==> src/rtl/demux_pkg.sv <==
// demux_pkg: shared packet-FSM state type and select-width helper for the stream demux.
package demux_pkg;
  typedef enum logic {IDLE, LOCKED} state_t;
  function automatic int clog2(input int v);
    int r = 0;
    while ((1 << r) < v) r++;
    return r;
  endfunction
endpackage

==> src/rtl/demux1_n_decode.sv <==
// demux1_n_decode: SEL_W -> N one-hot decoder with an out-of-range flag.
//   sel    : channel index
//   onehot : bit sel set when sel < N, else all zero
//   oor    : sel >= N
module demux1_n_decode
  import demux_pkg::*;
#(
  parameter int N     = 8,
  parameter int SEL_W = clog2(N)
) (
  input  logic [SEL_W-1:0] sel,
  output logic [N-1:0]     onehot,
  output logic             oor
);
  logic [(1<<SEL_W)-1:0] full;
  always_comb begin
    full        = '0;
    full[sel]   = 1'b1;
    onehot      = full[N-1:0];
    oor         = ~|onehot;
  end
endmodule

==> src/rtl/demux1_n_stream.sv <==
// demux1_n_stream: registered 1-to-N valid/ready stream demux with optional packet lock.
//   a/a_valid/a_last/s/a_ready : producer side, beat routed to channel s
//   y/y_valid/y_ready          : N consumer channels, slot k = y[k*DATA_W +: DATA_W]
//   err                        : one-cycle pulse per beat dropped for an out-of-range select
module demux1_n_stream
  import demux_pkg::*;
#(
  parameter int N        = 8,
  parameter int DATA_W   = 8,
  parameter int PKT_MODE = 0,
  localparam int SEL_W   = clog2(N)
) (
  input  logic                clk,
  input  logic                rst,
  input  logic [DATA_W-1:0]   a,
  input  logic                a_valid,
  input  logic                a_last,
  input  logic [SEL_W-1:0]    s,
  output logic                a_ready,
  output logic [N*DATA_W-1:0] y,
  output logic [N-1:0]        y_valid,
  input  logic [N-1:0]        y_ready,
  output logic                err
);
  state_t            state_q, state_d;
  logic [SEL_W-1:0]  lock_ch_q, lock_ch_d, buf_ch_q, buf_ch_d, eff_ch;
  logic [DATA_W-1:0] buf_data_q, buf_data_d;
  logic              buf_full_q, buf_full_d, err_q, err_d;
  logic              accept, load, drain, eff_oor, buf_oor;
  logic [N-1:0]      buf_hot, eff_hot;
  demux1_n_decode #(.N(N), .SEL_W(SEL_W)) u_buf_dec (.sel(buf_ch_q), .onehot(buf_hot), .oor(buf_oor));
  demux1_n_decode #(.N(N), .SEL_W(SEL_W)) u_eff_dec (.sel(eff_ch), .onehot(eff_hot), .oor(eff_oor));
  // Once a packet is locked, the stored channel overrides s for every remaining beat.
  assign eff_ch  = (PKT_MODE != 0 && state_q == LOCKED) ? lock_ch_q : s;
  assign y_valid = (buf_full_q & ~buf_oor) ? buf_hot : '0;
  // Only the buffered channel's ready matters; y_valid has at most that bit set.
  assign drain   = |(y_valid & y_ready);
  assign a_ready = ~rst & (~buf_full_q | drain);
  assign err     = err_q;
  for (genvar k = 0; k < N; k++) begin : g_slot
    assign y[k*DATA_W +: DATA_W] = y_valid[k] ? buf_data_q : '0;
  end
  always_comb begin
    accept     = a_valid & a_ready;
    load       = accept & |eff_hot;
    buf_full_d = load | (buf_full_q & ~drain);
    buf_data_d = load ? a : buf_data_q;
    buf_ch_d   = load ? eff_ch : buf_ch_q;
    err_d      = accept & eff_oor;
    state_d    = (PKT_MODE == 0 || !accept) ? state_q : a_last ? IDLE : LOCKED;
    lock_ch_d  = (PKT_MODE != 0 && accept && state_q == IDLE && !a_last) ? s : lock_ch_q;
  end
  always_ff @(posedge clk or posedge rst) begin
    if (rst) begin
      state_q    <= IDLE;
      lock_ch_q  <= '0;
      buf_ch_q   <= '0;
      buf_data_q <= '0;
      buf_full_q <= 1'b0;
      err_q      <= 1'b0;
    end else begin
      state_q    <= state_d;
      lock_ch_q  <= lock_ch_d;
      buf_ch_q   <= buf_ch_d;
      buf_data_q <= buf_data_d;
      buf_full_q <= buf_full_d;
      err_q      <= err_d;
    end
  end
endmodule

==> config.mk <==
export PLATFORM = sky130hd
export DESIGN_NAME = demux1_n_stream
export DESIGN_NICKNAME = d
export VERILOG_FILES = /design/src/rtl/demux_pkg.sv /design/src/rtl/demux1_n_decode.sv /design/src/rtl/demux1_n_stream.sv
export SDC_FILE = /design/constraint.sdc
export NUM_CORES = 1
export LEC_CHECK = 0
export BUFFER_PORTS_ARGS = -buffer_cell sky130_fd_sc_hd__buf_2
export CAP_MARGIN = 20
export CORE_UTILIZATION = 30
export CTS_CLUSTER_SIZE = 24
export DETAILED_ROUTE_END_ITERATION = 8
export GPL_TIMING_DRIVEN = 1
export PLACE_DENSITY_LB_ADDON = 0.25
export SYNTH_ARGS = -nofsm -noshare
export SYNTH_HDL_FRONTEND = slang
export SYNTH_HIERARCHICAL = 1
export SYNTH_SLANG_ARGS = --single-unit
==> constraint.sdc <==
create_clock -name clk -period 4.84 [get_ports clk]
set_clock_uncertainty 0.05 [all_clocks]
set_input_delay 0.484 -clock clk [delete_from_list [all_inputs] [get_ports clk]]
set_output_delay 0.484 -clock clk [all_outputs]
set_load 0.03 [all_outputs]
==> results.yml, run 1 <==
setup_path:
  slowest_delay_ns: 0.84
  critPathLaunch: "buf_ch_q[2]"
  critPathKind: "register to output port"
  rrSetupSlack_ns: 2.29
  rr_worst_depth: 5
  r2r_start: "buf_ch_q[2]"
  cp_data_required_time_ns: 4.31
  slowest_stage: "nor3b_1"
  end_kind: "output port"
  crit_buf_inv: 1
  arrival_ns: 2.47
  cp_max_fo: 10
  r2r-end: "buf_data_q[3]"
  crit_chain: "nor3b_1 -> a22oi_2 -> a41oi_2 -> nand2b_1 -> and2_1 -> buf_2"
  crit_family: "simple AND/OR/NAND/NOR gates"
  cp-start-kind: "register"
synthesis:
  yosys_warnings: 6
  synth.most_common_cell: "and3_1"
  yosysTopAreaCellShare: 0.2819
  synthFlopType: "dfrtp_1"
  synth_cells: 141
  synth_area_leader_cell: "and3_1"
  synth_async_sr_flop_share: 1.000
  synth_enable_flop_cells: 0
  synth-seq-cells: 13
  synth_compound_area_frac: 0.05638
  synthTopCellsByCount: "and3_1 (57), dfrtp_1 (13), and3_2 (10), mux2_4 (10), and2_1 (8)"
  synthDistinctLibCells: 24
  synth_fp_nets: 164
  syn-mean-instance-area_sq_um: 8.971
  synthMuxAreaShare: 0.1276
  synth_area_leaders: "and3_1 (28%), dfrtp_1 (26%), mux2_4 (12%)"
  synth_top_family_by_area: "simple AND/OR/NAND/NOR gates"
  syn_area_sq_um: 1265
  synth-simple-area-share: 0.5054
  synthAdderAreaFrac: 0
  synth_xor_area_frac: 0
  seq_area_frac_synth: 0.2572
finish:
  fillCellCount: 415
  antennaDiodeCount: 0
  drive_above_1_share: 0.5714
  fin_cells: 281
  final_cell_area_sq_um: 1807
  final_nets: 255
  area_delta_synth_final_pct: 42.83
placement:
  dpl.cell_count: 277
  dp_hpwl_mm: 2.830
  io_buffers: 95
  gp_routability_congestion: 0.7022
  postPlaceCellArea_sq_um: 1760
sta:
  slew_headroom: 0.3367
  hold_viol_final: 0
  setup_tns_ns: 0
  period_share: 0.6205
  rsz0062_at_grt: "false"
  slew_violations: 0
  hold_ws_ns: 0.2254
  finalCriticalPeriod_ns: 3.003
  max_freq_ghz: 0.3330
  worstMarginPinSlew_ns: 0.9928
  setup_violations: 0
clock_network:
  postCtsSetupRepairBufs: 0
  clkTransAtPathRegs_ns: 0.05
  cts_buffers: 3
  cts_tree: "done"
  clk-insertion-delay-late_ns: 0.24
  cts_hold_buffers: 0
  cts_sinks: 13
  htreeDepth: 1
  post_cts_resized: 0
  cts_buffer_depth: 2
  ctsRootBufferMaster: "clkbuf_8"
die:
  die-area_sq_um: 4480
  start_util: 0.3140
  die_height_microns: 66.94
  core.rowCount: 23
  pin_count: 97
  die_width_microns: 66.94
  core-area_sq_um: 4029
route:
  vias_per_cell: 4.826
  drc_errors: 0
  detail-route-antenna-nets: 0
  first_pass_iters: 4
  wirelength_mm: 3.817
  drt_iter0_markers: 76
  wl_per_cell_microns: 13.58
  num_vias: 1356
power_and_ir_drop:
  p_leak_nw: 1.287
  p_per_area_nw_per_um2: 449.4
  ir_drop_v: 0.0001307
min_path:
  hold_class: "input port to async pin"
grt:
  grt_overflow: 0
  grt_pass1_wl_mm: 5.430
  antenna_found_initial: 0
  grt_pass1_vias: 1041
  grtUsageTotal: 0.1611
  grt_max_degree: 73
flow_run:
  cap_viol_max_count: 0
run_status:
  outcome: "finished, final reports clean"
## stage by stage
stage / total power [mW] / setup slack [ns] / utilization
after global routing: 0.8724 / 1.579 / 0.4484
after CTS: 0.8179 / 1.779 / 0.4484
final: 0.8120 / 1.837 / 0.4484
after global placement: 0.7161 / 2.060 / 0.4370
after detailed placement: 0.7228 / 2.046 / 0.4370
after floorplan: 0.5747 / 2.527 / -
## metal layers
metal  part of all wire  vias up  global-route usage
li1                   -      697                   -
met1               0.45      602              0.1971
met2               0.48       57              0.2929
met3              0.068        0             0.02568
met4                  0        0             0.03191
met5                  0        -                   0
## worst register-to-register path: stages, from the launching register on
cell     delay [ns]
dfrtp_1        0.45
nor3b_1        0.84
a22oi_2        0.18
a41oi_2        0.28
o21ai_2        0.26
mux2_1         0.38
## logic make-up (layout without fill, tap and decap cells)
family / after synthesis / after routing
and+or+nand+nor: 96 / 96
other: 2 / 2
muxes: 11 / 11
buffers and inverters: 12 / 102
AOI/OAI and AO/OA: 7 / 7
DFF: 13 / 13
## cells in the final DEF (no fill, tap or decap), drive strengths merged
master and instances:
nor3 2, and2 9, a41oi 1, mux2 11, nor3b 6, buf 96, and3b 6, o21ai 1
dfrtp 13, nor2 1, a22oi 4, nor2b 1, nor4 2, and3 67, clkbuf 3, clkinv 1
inv 2, conb 2, a21boi 1, nand2b 2
## power by group
| group | switching, mW | internal (mW) |
|---|---|---|
| Clock | 0.0359 | 0.0567 |
| Sequential | 0.107 | 0.160 |
| Combinational | 0.274 | 0.178 |
## worst max path at each step
stage / to / cells after the start
after CTS: a_ready / 6
after global placement: a_ready / 6
after detailed placement: a_ready / 6
after global routing: a_ready / 6
final: a_ready / 6
after floorplan: a_ready / 5
## registers in the layout, indices dropped and copies added, names as in the netlist
name,cells
buf_data_q,8
buf_full_q,1
err,1
buf_ch_q,3
## area by class of cell
type,count,area (sq um),share of cell area
Clock inverter,1,5.005,0.002770
Sequential cell,13,325.3,0.1801
Timing Repair Buffer,96,483.0,0.2673
Inverter,2,7.507,0.004155
Clock buffer,3,41.29,0.02285
Tap cell,50,62.56,0.03463
Multi-Input combinational cell,116,882.1,0.4882
Note: power is estimated with default switching activity, not from simulation.
==> inputs of run 2 (changes only) <==
Clock period 4.84 ns to 3 ns, I/O delays scaled along.
==> results.yml, run 2 (same netlist as run 1, synthesis figures left out) <==
flow_run:
  cap_viol_max_count: 0
sta:
  hold_ws_ns: 0.03368
  max_freq_ghz: 0.4308
  setup_tns_ns: 0
  hold_viol_final: 0
  finalCriticalPeriod_ns: 2.321
  setup_violations: 0
  period_share: 0.7738
  slew_violations: 0
  rsz0062_at_grt: "false"
setup_path:
  r2r_start: "buf_ch_q[2]"
  cp-start-kind: "register"
  rrSetupSlack_ns: 0.93
  end_kind: "output port"
  r2r-end: "buf_data_q[3]"
  critPathKind: "register to output port"
  arrival_ns: 1.97
  cp_max_fo: 10
  cp_data_required_time_ns: 2.65
  rr_worst_depth: 7
finish:
  mostFrequentLayoutCell: "buf_2"
  postLayoutCoreUtil: 0.4578
  final_nets: 260
  layout_common_cells: "buf_2 (95), and3_1 (57), dfrtp_1 (13)"
  largest-register: "buf_data_q"
  top_regs: "buf_data_q (8), buf_ch_q (3)"
  largest_reg_flops: 8
  fillCellCount: 412
  fin_cells: 286
  final_cell_area_sq_um: 1844
  antennaDiodeCount: 0
  drive_above_1_share: 0.5805
  area_delta_synth_final_pct: 45.80
route:
  detail-route-antenna-nets: 0
  vias_per_cell: 4.899
  drc_errors: 0
  first_pass_iters: 4
  wirelength_mm: 3.851
  wl_per_cell_microns: 13.47
  drt_iter0_markers: 61
  num_vias: 1401
placement:
  dp_hpwl_mm: 2.846
  postPlaceCellArea_sq_um: 1798
  gp_routability_congestion: 0.7430
  dpl.cell_count: 282
  io_buffers: 95
grt:
  grt_max_degree: 70
  grt_overflow: 0
  grtUsageTotal: 0.1569
  grt_pass1_vias: 1000
  grt_pass1_wl_mm: 5.216
  antenna_found_initial: 0
power_and_ir_drop:
  ir_drop_v: 0.0002284
  p_leak_nw: 1.312
  p_per_area_nw_per_um2: 730.3
die:
  start_util: 0.3140
  pin_count: 97
  die_height_microns: 66.94
  core.rowCount: 23
  die-area_sq_um: 4480
  core-area_sq_um: 4029
  die_width_microns: 66.94
clock_network:
  htreeDepth: 1
  ctsRootBufferMaster: "clkbuf_8"
  cts_sinks: 13
  postCtsSetupRepairBufs: 0
  cts_buffers: 3
  clk-insertion-delay-late_ns: 0.24
  cts_buffer_depth: 2
  post_cts_resized: 0
  cts_hold_buffers: 0
  cts_tree: "done"
  clkTransAtPathRegs_ns: 0.05
min_path:
  hold_class: "input port to async pin"
run_status:
  outcome: "finished, final reports clean"
[run 2: worst max-delay path by stage]
stage | from | end | slack, ns | cells past startpoint
2_1_floorplan | buf_ch_q[2] | a_ready | 0.87 | 5
3_3_place_gp | buf_ch_q[2] | a_ready | 0.97 | 7
5_1_grt | buf_ch_q[2] | a_ready | 0.55 | 7
6_report | buf_ch_q[2] | a_ready | 0.68 | 7
3_5_place_dp | buf_ch_q[2] | buf_data_q[3] | 0.95 | 7
4_1_cts | buf_ch_q[2] | a_ready | 0.69 | 7
[run 2: power by group]
part           leakage, nW  internal [mW]  switching (mW)
clock network       0.0255         0.0914          0.0588
logic                 1.13          0.316           0.452
registers            0.156          0.259           0.170
[run 2: final cells by class]
cell class	count	area, sq um	area share
clock buffer	3	41.29	0.02239
clock inverter	1	5.005	0.002714
inverter	2	7.507	0.004071
multi-input combinational	116	882.1	0.4783
sequential	13	325.3	0.1764
tap	50	62.56	0.03392
timing repair buffer	101	520.5	0.2822
[run 2: through the flow]
step	total power, mW	setup WS (ns)
final	1.347	0.6786
after global routing	1.443	0.5468
after CTS	1.354	0.6858
after detailed placement	1.200	0.9544
after global placement	1.190	0.9699
after floorplan	0.9271	0.8708
[run 2: worst max-delay path, stage by stage (launching register included)]
cell,delay (ns)
dfrtp_1,0.45
nor3b_1,0.17
buf_4,0.17
a22oi_1,0.22
a41oi_2,0.18
nand2b_1,0.21
and2_1,0.16
buf_2,0.17
[run 2: routing by layer]
layer	GRT usage	share of wire	vias up
met2	0.2740	0.46	63
met5	0	0	-
met3	0.03253	0.075	4
met4	0.05053	0.012	0
met1	0.1890	0.45	625
li1	-	-	709
